$ cat src/rtl/wave_meas.sv
// wave_meas: threshold-crossing waveform analyser.
// Measures the number of valid samples between successive rising crossings
// of THRESH, tracks the peak and trough over that window, and converts the
// period into a phase-increment estimate floor(2^ACC_W / period) using a
// bit-serial restoring divider.
module wave_meas #(
   parameter logic [7:0] THRESH = 8'd128,
   parameter int         ACC_W  = 16
) (
   input  logic             clk,
   input  logic             rstn,
   input  logic [7:0]       wave_in,
   input  logic             in_valid,
   input  logic             clr,
   output logic [15:0]      period,
   output logic [ACC_W-1:0] freq_word,
   output logic [7:0]       wave_max,
   output logic [7:0]       wave_min,
   output logic             result_valid,
   output logic             busy,
   output logic             overrun,
   output logic             timeout
);

   typedef enum logic [1:0] {IDLE, MEASURE, DIVIDE, DONE} state_t;

   // The divider steps ACC_W+1 times, so its step counter must hold ACC_W.
   localparam int            CW       = $clog2(ACC_W + 1);
   localparam logic [CW-1:0] DIV_LAST = CW'(ACC_W);
   localparam logic [CW-1:0] DIV_ONE  = CW'(1);

   state_t            state;
   logic [7:0]        prev_sample;
   logic              have_prev;
   logic [15:0]       cnt;
   logic [7:0]        cur_max;
   logic [7:0]        cur_min;
   logic [15:0]       per_lat;
   logic [7:0]        max_lat;
   logic [7:0]        min_lat;
   logic [CW-1:0]     div_cnt;
   logic [16:0]       rem;
   logic [ACC_W:0]    quo;

   logic              crossing;
   logic [15:0]       cnt_inc;
   logic [7:0]        max_next;
   logic [7:0]        min_next;
   logic [17:0]       rem_sh;
   logic              rem_ge;

   // Crossing detect, saturating count, running extrema and one divider step.
   // The dividend is 1 followed by ACC_W zeros, so the bit shifted in is
   // only set on the first step.
   always_comb begin
      crossing = in_valid && have_prev && (prev_sample < THRESH) && (wave_in >= THRESH);
      cnt_inc  = (cnt == 16'hFFFF) ? cnt : cnt + 16'd1;
      max_next = (wave_in > cur_max) ? wave_in : cur_max;
      min_next = (wave_in < cur_min) ? wave_in : cur_min;
      rem_sh   = {rem, (div_cnt == DIV_LAST)};
      rem_ge   = (rem_sh >= {2'b00, per_lat});
   end

   // Main controller: sample tracking runs in every state but IDLE, while the
   // FSM hands each closed period to the divider and publishes the result.
   always_ff @(posedge clk or negedge rstn) begin
      if (!rstn) begin
         state        <= IDLE;
         prev_sample  <= 8'd0;
         have_prev    <= 1'b0;
         cnt          <= 16'd0;
         cur_max      <= 8'd0;
         cur_min      <= 8'd0;
         per_lat      <= 16'd0;
         max_lat      <= 8'd0;
         min_lat      <= 8'd0;
         div_cnt      <= '0;
         rem          <= 17'd0;
         quo          <= '0;
         period       <= 16'd0;
         freq_word    <= '0;
         wave_max     <= 8'd0;
         wave_min     <= 8'd0;
         result_valid <= 1'b0;
         busy         <= 1'b0;
         overrun      <= 1'b0;
         timeout      <= 1'b0;
      end else begin
         result_valid <= 1'b0;
         if (clr) begin
            state     <= IDLE;
            have_prev <= 1'b0;
            cnt       <= 16'd0;
            busy      <= 1'b0;
            overrun   <= 1'b0;
            timeout   <= 1'b0;
         end else begin
            if (in_valid) begin
               prev_sample <= wave_in;
               have_prev   <= 1'b1;
            end

            if (crossing) begin
               cnt     <= 16'd1;
               cur_max <= wave_in;
               cur_min <= wave_in;
            end else if (in_valid && (state != IDLE)) begin
               cnt     <= cnt_inc;
               cur_max <= max_next;
               cur_min <= min_next;
               if (cnt_inc == 16'hFFFF) begin
                  timeout <= 1'b1;
               end
            end

            case (state)
               IDLE: begin
                  if (crossing) begin
                     state <= MEASURE;
                  end
               end
               MEASURE: begin
                  if (crossing) begin
                     per_lat <= cnt;
                     max_lat <= cur_max;
                     min_lat <= cur_min;
                     rem     <= 17'd0;
                     quo     <= '0;
                     div_cnt <= DIV_LAST;
                     busy    <= 1'b1;
                     state   <= DIVIDE;
                  end
               end
               DIVIDE: begin
                  rem <= rem_ge ? 17'(rem_sh - {2'b00, per_lat}) : rem_sh[16:0];
                  quo <= {quo[ACC_W-1:0], rem_ge};
                  if (div_cnt == '0) begin
                     busy  <= 1'b0;
                     state <= DONE;
                  end else begin
                     div_cnt <= div_cnt - DIV_ONE;
                  end
                  if (crossing) begin
                     overrun <= 1'b1;
                  end
               end
               DONE: begin
                  period       <= per_lat;
                  freq_word    <= quo[ACC_W] ? '1 : quo[ACC_W-1:0];
                  wave_max     <= max_lat;
                  wave_min     <= min_lat;
                  result_valid <= 1'b1;
                  state        <= MEASURE;
                  if (crossing) begin
                     overrun <= 1'b1;
                  end
               end
               default: begin
                  state <= IDLE;
               end
            endcase
         end
      end
   end

endmodule

$ cat config.mk
export PLATFORM = sky130hd
export DESIGN_NAME = wave_meas
export DESIGN_NICKNAME = d
export VERILOG_FILES = /design/src/rtl/wave_meas.sv
export SDC_FILE = /design/constraint.sdc
export NUM_CORES = 1
export LEC_CHECK = 0
export CAP_MARGIN = 25
export CORE_UTILIZATION = 40
export CTS_BUF_LIST = sky130_fd_sc_hd__clkbuf_2 sky130_fd_sc_hd__clkbuf_4 sky130_fd_sc_hd__clkbuf_8
export DETAILED_ROUTE_END_ITERATION = 7
export PLACE_DENSITY = 0.6
export SYNTH_ARGS = -nofsm -noshare
export SYNTH_HDL_FRONTEND = slang
export SYNTH_SLANG_ARGS = --single-unit
export TNS_END_PERCENT = 100
$ cat constraint.sdc
create_clock -name clk -period 5.9 [get_ports clk]
set_input_delay 1.77 -clock clk [delete_from_list [all_inputs] [get_ports clk]]
set_output_delay 1.77 -clock clk [all_outputs]
set_load 0.02 [all_outputs]
==> flow_metrics.env <==
export IMPL_cp_end_kind="register"
export IMPL_drv_cap=0
export IMPL_cts_resized=0
export IMPL_detail_route_antenna_nets=0
export IMPL_boundaryPins=64
export IMPL_dieArea_um2=20700
export IMPL_ys_seq_elements=159
export IMPL_place_ws_ns=1.48
export IMPL_crit_fanout=19
export IMPL_total_power_mw=3.65
export IMPL_skew_ns=0.0115
export IMPL_synth_edf_count=0
export IMPL_synth_warnings=0
export IMPL_tns_ns=0
export IMPL_yosysTopAreaCell="dfrtp_1"
export IMPL_placed_area_um2=8920
export IMPL_leakage_nw=4.18
export IMPL_syn_cell_area_um2=8060
export IMPL_start_kind="input pin"
export IMPL_detail_route_drc_violations=0
export IMPL_cts_tree="built"
export IMPL_insertedDiodeCount=0
export IMPL_ctsRootBufferMaster="clkbuf_8"
export IMPL_ir_drop_mv=0.280
export IMPL_coreArea_um2=19600
export IMPL_port_buffer_count=63
export IMPL_grt_max_degree=74
export IMPL_finalNonFillerCells=1128
export IMPL_firstDrtPassIters=5
export IMPL_first_global_vias=5581
export IMPL_drive_above_1_share_pct=12.2
export IMPL_dp_cells=1096
export IMPL_hold_ws_ns=0.480
export IMPL_fin_crit_sh_pct=65.9
export IMPL_grt_pass1_wl_mm=29.9
export IMPL_post_drt_wl_per_cell_um=15.9
export IMPL_cts_inserted_buffers=17
export IMPL_antenna_found_initial=0
export IMPL_period_minus_slack_ns=3.89
export IMPL_synth_main_ff_cell="dfrtp_1"
export IMPL_rows=51
export IMPL_setup_viol=0
export IMPL_grt_total_usage_pct=18.6
export IMPL_worst_ep_arrival_time_ns=4.26
export IMPL_max_freq_mhz=257
export IMPL_cts_sinks=159
export IMPL_gr_total_overflow=0
export IMPL_clockBufferDepth=2
export IMPL_setup_ws_ns=2.01
export IMPL_dp_final_hpwl_mm=12.3
export IMPL_syn_num_nets=855
export IMPL_tightestPinTransition_ns=0.945
export IMPL_ctsHoldBuffers=0
export IMPL_path_clk_slew_ns=0.08
export IMPL_drtIter0Drc=333
export IMPL_fin_area_um2=9330
export IMPL_synth_seq_area_share_pct=49.4
export IMPL_rsz0062_at_grt="no"
export IMPL_gp_congestion=0.824
export IMPL_worst_setup_path_type="in -> reg"
export IMPL_syn2layout_area_growth_pct=15.8
export IMPL_clk_latency_ns=0.46
export IMPL_p_per_area_nw_per_um2=391
export IMPL_yosysUniqueCellTypes=74
export IMPL_vias=5958
export IMPL_slew_limit_headroom_pct=36.8
export IMPL_htreeDepth=4
export IMPL_viasPerCell=5.28
export IMPL_fp_dieH_um=144
export IMPL_status="completed"
export IMPL_utilization_pct=47.6
export IMPL_layout_nets=901
export IMPL_chipWidth_um=144
export IMPL_critical_path_required_ns=6.27
export IMPL_wl_mm=18.0
export IMPL_synthesis_instances=804
export IMPL_cts_setup_buffers=0
export IMPL_avgSynthCellArea_um2=10.0
export IMPL_start_util_pct=41.1
export IMPL_synth_area_leaders="dfrtp_1 (49%), mux2_2 (7.0%), ha_1 (5.9%)"
export IMPL_synth_top_area_share_pct=49.4
export IMPL_final_max_slew_viol_count=0
export IMPL_ys_async_sr_fraction_pct=100
export IMPL_hold_path_class="reg -> reg"
export IMPL_finalHoldViolCount=0
cell families (layout without fill, tap and decap cells):
family	Yosys count	count (layout)	share of synthesized area, %
and+or+nand+nor	235	235	13.8
DFF	159	159	49.4
muxes	53	53	7.36
xor gates and xnor gates	13	13	1.41
AOI/OAI and AO/OA	212	212	17.3
buffers and inverters	93	152	4.55
adders and majority gates	39	39	6.15
critical path, cell delays in order:
cell             delay, ns
clkdlybuf4s50_1       0.59
and3b_1               0.25
nand2_1               0.23
a211oi_4              0.83
buf_4                 0.35
nand2_1               0.07
o211ai_1              0.14
registers in the layout, indices dropped and copies added (netlist names), 2 cells and up:
signal,count
quo,17
rem,17
cnt,16
freq_word,16
per_lat,16
period,16
cur_max,8
cur_min,8
max_lat,8
min_lat,8
wave_max,8
wave_min,8
div_cnt,5
state,2
synth_stat cells (all sizes together), types with 4 or more instances:
cell      n
o31ai     9
xnor2     9
buf      11
o21a      7
o221ai    4
inv      49
and2      5
nor2     45
o22ai     5
clkbuf   33
nor3     18
a21oi    32
nand3    14
a21o      6
ha       38
xor2      4
a31o      5
nand2   104
a31oi     6
nand4    13
a22o     16
dfrtp   159
nand2b    6
mux2     50
o21ai    81
o211ai    6
and3      5
nor2b     6
where the power goes:
part / total, mW / leakage [nW] / switching (mW) / internal (mW)
clock: 0.845 / 0.196 / 0.439 / 0.406
sequential: 1.52 / 2.09 / 0.178 / 1.34
combinational: 1.29 / 1.89 / 0.733 / 0.552
total: 3.65 / 4.18 / 1.35 / 2.30
layout make-up:
cell class                      count  area (µm²)
Tap cell                          265         332
Multi-Input combinational cell    552        3730
Clock inverter                     13         151
Timing Repair Buffer               71         692
Fill cell                        1888       10300
Sequential cell                   159        3980
Clock buffer                       19         262
Inverter                           49         184
worst paths after layout:
kind	start	cells after the start	end	slack [ns]
worst max register to register	div_cnt[1]	11	rem[16]	2.36
worst min-delay path	freq_word[9]	2	freq_word[9]	0.48
worst min register to register	freq_word[9]	2	freq_word[9]	0.48
max in group asynchronous	rstn	2	cur_min[7]	3.50
worst max-delay path	wave_in[7]	7	rem[5]	2.01
min in group asynchronous	rstn	1	period[4]	1.33
per-layer routing:
layer	global-route usage, %	vias up	share of wire (%)
li1	-	2957	-
met1	25.1	2871	48
met3	4.27	15	4.5
met5	0	-	0
met2	30.2	115	47
met4	4.70	0	1.0
cell usage in the layout, fill, tap and decap left out, types with 5 or more instances in the layout:
cell	instances
clkbuf_8	19
nor2_1	45
a21oi_1	32
nand3_1	14
dfrtp_1	159
xnor2_1	9
o211ai_1	6
o22ai_1	5
ha_1	38
nand2_1	103
o31ai_1	9
buf_4	8
a21o_1	6
o21a_1	7
a22o_1	16
inv_1	49
nand4_1	13
mux2_2	50
nor3_1	15
o21ai_0	74
clkdlybuf4s50_1	62
nor2b_1	6
o21ai_1	6
nand2b_1	5
and2_1	5
Note: power is estimated with default switching activity, not from simulation.
